--- config.mk ---
export PLATFORM = sky130hd
export DESIGN_NAME = alu_pipe
export DESIGN_NICKNAME = d
export VERILOG_FILES = /design/src/rtl/alu_pkg.sv /design/src/rtl/alu_core.sv /design/src/rtl/alu_pipe.sv
export SDC_FILE = /design/constraint.sdc
export NUM_CORES = 1
export LEC_CHECK = 0
export ABC_AREA = 1
export BUFFER_PORTS_ARGS = -buffer_cell sky130_fd_sc_hd__buf_2
export CORE_MARGIN = 2
export CORE_UTILIZATION = 59
export DETAILED_ROUTE_END_ITERATION = 10
export PLACE_DENSITY = 0.83
export SYNTH_ARGS = -nofsm -noshare
export SYNTH_HDL_FRONTEND = slang
export SYNTH_SLANG_ARGS = --single-unit
--- constraint.sdc ---
create_clock -name clk -period 3.6 [get_ports clk]
set_clock_uncertainty 0.15 [all_clocks]
set_input_delay 0.36 -clock clk [delete_from_list [all_inputs] [get_ports clk]]
set_output_delay 0.36 -clock clk [all_outputs]
set_load 0.005 [all_outputs]
--- src/rtl/alu_pkg.sv ---
// alu_pkg: opcode and flag types shared by alu_pipe and alu_core
package alu_pkg;
    typedef enum logic [2:0] {
        OP_ADD  = 3'b000,
        OP_XOR  = 3'b001,
        OP_NAND = 3'b010,
        OP_SUB  = 3'b011,
        OP_AND  = 3'b100,
        OP_OR   = 3'b101,
        OP_SHL  = 3'b110,
        OP_SHR  = 3'b111
    } opcode_t;

    typedef struct packed {
        logic carry;
        logic zero;
        logic overflow;
    } flags_t;
endpackage

--- src/rtl/alu_core.sv ---
// alu_core: combinational WIDTH-bit ALU producing result plus carry/zero/overflow
module alu_core
    import alu_pkg::*;
#(
    parameter int WIDTH = 8,
    parameter int SHW   = $clog2(WIDTH)
) (
    input  logic [WIDTH-1:0] a_i,
    input  logic [WIDTH-1:0] b_i,
    input  opcode_t          op_i,
    output logic [WIDTH-1:0] res_o,
    output flags_t           flags_o
);
    logic [WIDTH:0] sum, dif, shl, shr;
    logic [SHW-1:0] sh;

    always_comb begin
        sh = b_i[SHW-1:0];
        sum = {1'b0, a_i} + {1'b0, b_i};
        dif = {1'b0, a_i} - {1'b0, b_i};
        // one guard bit on each shift catches the last bit shifted out
        shl = {1'b0, a_i} << sh;
        shr = {a_i, 1'b0} >> sh;
        res_o = '0;
        flags_o = '0;
        case (op_i)
            OP_ADD: begin
                res_o = sum[WIDTH-1:0];
                flags_o.carry = sum[WIDTH];
                flags_o.overflow = (a_i[WIDTH-1] == b_i[WIDTH-1]) && (sum[WIDTH-1] != a_i[WIDTH-1]);
            end
            OP_SUB: begin
                res_o = dif[WIDTH-1:0];
                flags_o.carry = ~dif[WIDTH];
                flags_o.overflow = (a_i[WIDTH-1] != b_i[WIDTH-1]) && (dif[WIDTH-1] != a_i[WIDTH-1]);
            end
            OP_XOR:  res_o = a_i ^ b_i;
            OP_NAND: res_o = ~(a_i & b_i);
            OP_AND:  res_o = a_i & b_i;
            OP_OR:   res_o = a_i | b_i;
            OP_SHL: begin
                res_o = shl[WIDTH-1:0];
                flags_o.carry = shl[WIDTH];
            end
            OP_SHR: begin
                res_o = shr[WIDTH:1];
                flags_o.carry = shr[0];
            end
        endcase
        flags_o.zero = (res_o == '0);
    end
endmodule

--- src/rtl/alu_pipe.sv ---
// alu_pipe: one-stage registered ALU with valid/ready handshakes and an accumulator
module alu_pipe
    import alu_pkg::*;
#(
    parameter int WIDTH = 8
) (
    input  logic             clk,
    input  logic             rst_n,
    input  logic             in_valid,
    output logic             in_ready,
    input  logic [2:0]       opcode,
    input  logic [WIDTH-1:0] a,
    input  logic [WIDTH-1:0] b,
    input  logic             use_acc,
    input  logic             acc_en,
    input  logic             acc_clr,
    output logic             out_valid,
    input  logic             out_ready,
    output logic [WIDTH-1:0] out,
    output logic             carry,
    output logic             zero,
    output logic             overflow,
    output logic [WIDTH-1:0] acc
);
    localparam int SHW = $clog2(WIDTH);

    logic [WIDTH-1:0] op_a, res, out_q, out_d, acc_q, acc_d;
    flags_t           fl, flags_q, flags_d;
    logic             out_valid_q, out_valid_d, accept;

    assign in_ready = !out_valid_q || out_ready;
    assign accept   = in_valid && in_ready;
    assign op_a     = use_acc ? acc_q : a;

    alu_core #(.WIDTH(WIDTH), .SHW(SHW)) u_core (
        .a_i    (op_a),
        .b_i    (b),
        .op_i   (opcode_t'(opcode)),
        .res_o  (res),
        .flags_o(fl)
    );

    always_comb begin
        out_d = accept ? res : out_q;
        flags_d = accept ? fl : flags_q;
        out_valid_d = accept || (out_valid_q && !out_ready);
        // clear wins over a same-edge accumulate write
        acc_d = acc_clr ? '0 : (accept && acc_en) ? res : acc_q;
    end

    always_ff @(posedge clk or negedge rst_n) begin
        if (!rst_n) begin
            out_q <= '0;
            flags_q <= '0;
            out_valid_q <= 1'b0;
            acc_q <= '0;
        end else begin
            out_q <= out_d;
            flags_q <= flags_d;
            out_valid_q <= out_valid_d;
            acc_q <= acc_d;
        end
    end

    assign out       = out_q;
    assign carry     = flags_q.carry;
    assign zero      = flags_q.zero;
    assign overflow  = flags_q.overflow;
    assign out_valid = out_valid_q;
    assign acc       = acc_q;
endmodule

After elaboration in Yosys (flattened, before gate mapping)

Index checks and enable logic that the tools add are counted.
W data, S select, Z words.

Output and inout port bits: 21
Flip-flop bits (word level): 20

Bitwise operators: 5
Equal/unequal tests: 11
Add/subtract/negate cells: 2
Reduce and logical (&&, ||, !) cells: 12
Shifts and indexed selects: 2
Muxes and demuxes: 6

Operators by type and width:

| kind                 | number |
|---|---|
| $pmux W8 S8          | 1 |
| $mux W8              | 3 |
| $eq A3 B3 Y1 const B | 4 |
| $add A8 B8 Y9        | 1 |
| $shl A8 B3 Y9        | 1 |
| $shr A9 B3 Y9        | 1 |
| $sub A8 B8 Y9        | 1 |
| $and A8 B8 Y8        | 1 |
| $logic_not A8 Y1     | 1 |
| $not A8 Y8           | 1 |
| $or A8 B8 Y8         | 1 |
| $xor A8 B8 Y8        | 1 |
| $eq A3 B2 Y1 const B | 2 |
| $logic_and A1 B1 Y1  | 5 |
| $pmux W1 S4          | 1 |
| $eq A3 B1 Y1 const B | 1 |
| $logic_not A3 Y1     | 1 |
| $ne A1 B1 Y1         | 3 |
| $logic_not A1 Y1     | 2 |
| $logic_or A1 B1 Y1   | 2 |
| $pmux W1 S2          | 1 |
| $reduce_bool A2 Y1   | 1 |
| $eq A1 B1 Y1         | 1 |
| $not A1 Y1           | 1 |

Logic depth before layout (Yosys ltp)

Word-level depth: 6
Mapped depth: 19

Cells and area by module

From an unflattened synthesis, not the netlist that was laid out.

Cells, all modules: 475
Area, all modules: 2846.5 um^2

Modules (own cells, without submodules):

| module   | area an instance (um^2) | cells an instance | instances |
|---|---|---|---|
| alu_core | 1858.0                  | 370               | 1 |
| alu_pipe | 988.4                   | 105               | 1 |

Least setup slack after synthesis

No wires, ideal clock.

Path kind: input port to flip-flop
Start point: input use_acc
End point: register flags_q (netlist bit zero)
Library setup time: 0.066 ns
Cell stages on the path: 17
Path buffers: 1
Path slack: 1.070 ns
Arrival: 2.314 ns
Cell sequence: buf_6 -> o21ai_0 -> inv_1 -> ha_1 -> fa_1 -> inv_1 -> nand2_1 -> nand2_1 -> nor2_1 -> nand2_1 -> nor2_1 -> nand3_1 -> nand2_2 -> nand2_1 -> nor2_1 -> nand4_1 -> nand2_1

Longest elaborated chain between the ends: 5

RTL lines:

| element                                                               | line           | RTL |
|---|---|---|
| start: declaration                                                    | alu_pipe.sv:14 | `input logic use_acc,` |
| $mux W8 (*)                                                           | alu_pipe.sv:33 | `assign op_a = use_acc ? acc_q : a;` |
| parallel branches: the longest is 2 deep, another holds $sub A8 B8 Y9 | n/a            |  |
| $pmux W8 S8 (*)                                                       | alu_core.sv:26 | `case (op_i)` |
| $logic_not A8 Y1 (*)                                                  | alu_core.sv:50 | `flags_o.zero = (res_o == '0);` |
| end signal: assignment                                                | alu_pipe.sv:59 | `flags_q <= flags_d;` |
| end: declaration                                                      | alu_pipe.sv:28 | `flags_t fl, flags_q, flags_d;` |

Every way passes the cells marked *.
A chain may end at the register's enable or synchronous reset.

Worst setup path in the final report

Start point: register acc_q[0] (netlist: acc[0])
End point: register flags_q (netlist bit zero)

Longest elaborated chain between the ends: 5

RTL lines:

| element                                                               | line           | RTL |
|---|---|---|
| start: declaration                                                    | alu_pipe.sv:27 | `logic [WIDTH-1:0] op_a, res, out_q, out_d, acc_q, acc_d;` |
| start signal: assignment                                              | alu_pipe.sv:56 | `acc_q <= '0;` |
| start signal: assignment                                              | alu_pipe.sv:61 | `acc_q <= acc_d;` |
| $mux W8 (*)                                                           | alu_pipe.sv:33 |  |
| parallel branches: the longest is 2 deep, another holds $sub A8 B8 Y9 | n/a            |  |
| $pmux W8 S8 (*)                                                       | alu_core.sv:26 |  |
| $logic_not A8 Y1 (*)                                                  | alu_core.sv:50 |  |

Marked as above.

==> impl_metrics.py <==
metrics = {
    "status": {
        "status": "completed",
    },
    "synthesis": {
        "synthCells": 485,
        "synth_ff_type": "dfrtp_1",
        "seq_area_frac_synth_pct": 16.9,
        "synth.net_count": 542,
        "async_flop_share_pct": 100,
        "synth_seq_cells": 20,
        "avgSynthCellArea_um2": 6.09,
        "syn-cell-area_um2": 2950,
        "synth_cell_types": 39,
        "synth_edf_count": 0,
        "yosys_warnings": 0,
    },
    "worst_setup_path": {
        "setup.worst_path.start_class": "flop",
        "endpoint": "zero",
        "r2r_cells": 15,
        "cp-end-kind": "flop",
        "cp.required_ns": 3.60,
        "worstReg2RegStart": "acc[0]",
        "worstSetupStartpoint": "acc[0]",
        "worst-setup-path-type": "reg -> reg",
        "worstReg2RegEnd": "zero",
        "worstPathMaxFanout": 4,
        "worst_ep_arrival_time_ns": 2.68,
        "r2r_slack_ns": 0.92,
    },
    "cells_and_area": {
        "final_util_pct": 68.5,
        "syn2layout_area_growth_pct": 11.0,
        "drive_gt1_share_pct": 16.9,
        "instances_no_fill": 594,
        "fin_nets": 585,
        "diodes": 0,
        "finalInstanceArea_um2": 3280,
        "fillCellCount": 450,
        "final_common_cell": "nand2_1",
        "final_cell_mix": "138 x nand2_1, 83 x nand3_1, 55 x inv_1",
    },
    "grt": {
        "use_met1_pct": 44.3,
        "grt.overflow.total": 0,
        "top_usage_layer": "met2",
        "track_usage_pct": 30.5,
        "met3_usage_pct": 5.76,
        "grt_pass1_wl_um": 13200,
        "use_met2_pct": 47.9,
        "grt_max_degree": 23,
        "antenna_found_initial": 0,
        "first_global_vias": 2777,
    },
    "sta": {
        "final.setup.tns_ns": 0,
        "min_period_ns": 2.68,
        "report.final.slew_viol_count": 0,
        "hold_violations": 0,
        "relSlewSlack_pct": 69.8,
        "fin_crit_sh_pct": 74.5,
        "fmax_mhz": 373,
        "finalSetupViolations": 0,
        "tightest_slew_ns": 0.453,
        "rsz0062_at_grt": "false",
    },
    "power_and_ir_drop": {
        "leakage_nw": 1.87,
        "p_seq_share_pct": 29.1,
        "p_int_w": 0.000543,
        "clockPowerShare_pct": 25.0,
        "share_comb_of_total_power_pct": 45.9,
        "power_switching_w": 0.000366,
        "ir_drop_v": 0.000189,
        "swShare_pct": 40.3,
        "power_density_nw_per_um2": 277,
        "fin_total_pwr_w": 0.000909,
    },
    "clock_tree": {
        "clkLatencyLatePin_ns": 0.26,
        "cts_sinks": 20,
        "cts_root_buffer": "clkbuf_8",
        "clkSlewWorstSetupHoldPaths_ns": 0.08,
        "htreeDepth": 1,
        "cts_buffer_depth": 2,
        "cts_made_buffers": 3,
        "cts_tree": "yes",
    },
    "place": {
        "dp_cells": 589,
        "hpwlAfterDp_um": 6880,
        "place_area_um2": 3200,
        "place_congestion": 0.941,
        "port-buffer-count": 46,
    },
    "route": {
        "drc": 0,
        "wirelength_um": 8430,
        "vias_per_cell": 5.68,
        "dr.pass1.iters": 5,
        "drt-wirelength-per-cell_um": 14.2,
        "first_iter_violations": 286,
        "antenna_left": 0,
        "num_vias": 3374,
    },
    "floorplanning": {
        "rows": 25,
        "coreArea_um2": 4790,
        "die_x_um": 74.7,
        "start_util_pct": 61.7,
        "dieArea_um2": 5590,
        "num_io_pins": 47,
        "fp.dieH_um": 74.7,
    },
    "hold_path": {
        "hp-class": "in -> reg",
    },
    "flow_run": {
        "maxCapViolCount": 0,
    },
}
[sequential cells by signal (all words and copies together), names as in the netlist]
signal,cells
out,8
zero,1
overflow,1
acc,8
carry,1
out_valid,1
[layer usage]
metal	wire length, µm	vias up	part of all wire [%]
met5	0	-	0
li1	-	1650	-
met4	155	0	1.8
met1	3640	1500	43
met3	887	23	11
met2	3740	201	44
[power groups by stage]
stage	clock, W	combinational, W	sequential (W)
2_1_floorplan	0	0.000282	0.000272
3_3_place_gp	0	0.000403	0.000268
3_5_place_dp	0	0.000406	0.000269
4_1_cts	0.000230	0.000408	0.000264
5_1_grt	0.000242	0.000466	0.000268
6_report	0.000228	0.000417	0.000264
[worst min-delay path by stage]
stage	endpoint	startpoint	slack [ns]	cells after the start
final	out_valid	in_valid	0.14	3
after global routing	out_valid	in_valid	0.16	3
after CTS	out_valid	in_valid	0.14	3
after detailed placement	carry	rst_n	0.18	1
after global placement	carry	rst_n	0.17	1
after floorplan	acc[0]	rst_n	-0.09	0
[cell usage after synthesis, types with 2 or more instances]
cell type,count,share of area [%]
nand2_2,6,1.3
or2_2,2,0.42
a31oi_1,2,0.42
o21ai_0,18,3.1
buf_6,5,1.9
o21ai_1,2,0.34
o21ai_2,2,0.59
nand2_1,138,18
buf_2,2,0.34
nor3_1,2,0.34
inv_1,55,7.0
xor2_1,3,0.89
fa_1,2,1.4
nand3b_1,3,0.76
nand3_4,2,1.2
dfrtp_1,20,17
ha_1,29,12
nor2_2,4,0.85
nor2_1,52,6.6
nand3_2,3,1.0
nand2_4,2,0.76
nand3_1,83,14
nor2_4,3,1.1
o22ai_1,4,0.85
nand4_1,11,2.3
a21oi_1,6,1.0
inv_2,9,1.1
clkbuf_1,3,0.38
and2_1,2,0.42
[stage by stage]
step	setup WS, ns	hold WS, ns
floorplan	1.07	-0.0856
global placement	0.700	0.175
detailed placement	0.739	0.181
CTS	0.966	0.143
global route	0.677	0.162
finish	0.919	0.144
[repair_timing]
| action | in CTS | in global routing |
|---|---|---|
| endpoints found under the hold margin | 20 | 0 |
| hold buffers | 1 | 0 |
| gates resized for setup | 0 | 0 |
| setup buffers | 0 | 0 |
[cell families after synthesis]
family,share of synthesized area [%]
simple gates,49.9
flops,16.9
compound gates,7.33
xor+xnor,0.890
buf+inv,11.3
fa+ha+maj,13.6
[critical path, stage by stage (launching register included)]
cell and delay, ns:
dfrtp_1 0.37, nand2_1 0.05, o21ai_0 0.08, buf_4 0.16, ha_1 0.25, inv_1 0.11
fa_1 0.42, nor2_1 0.15, o21ai_0 0.09, nand2_1 0.08, xor2_1 0.15, nor2_1 0.08
nor2_2 0.22, nor2_1 0.07, nand4_1 0.09, nand2_1 0.06
[layout make-up]
| cell class | instances | area [µm²] | share of cell area (%) |
|---|---|---|---|
| clock buffer | 3 | 41.3 | 1.26 |
| clock inverter | 1 | 30.0 | 0.916 |
| inverter | 67 | 255 | 7.79 |
| multi-input combinational | 388 | 2120 | 64.7 |
| sequential | 20 | 500 | 15.3 |
| tap | 67 | 83.8 | 2.56 |
| timing repair buffer | 48 | 248 | 7.56 |
No activity file was read; power rests on OpenSTA's default activity.
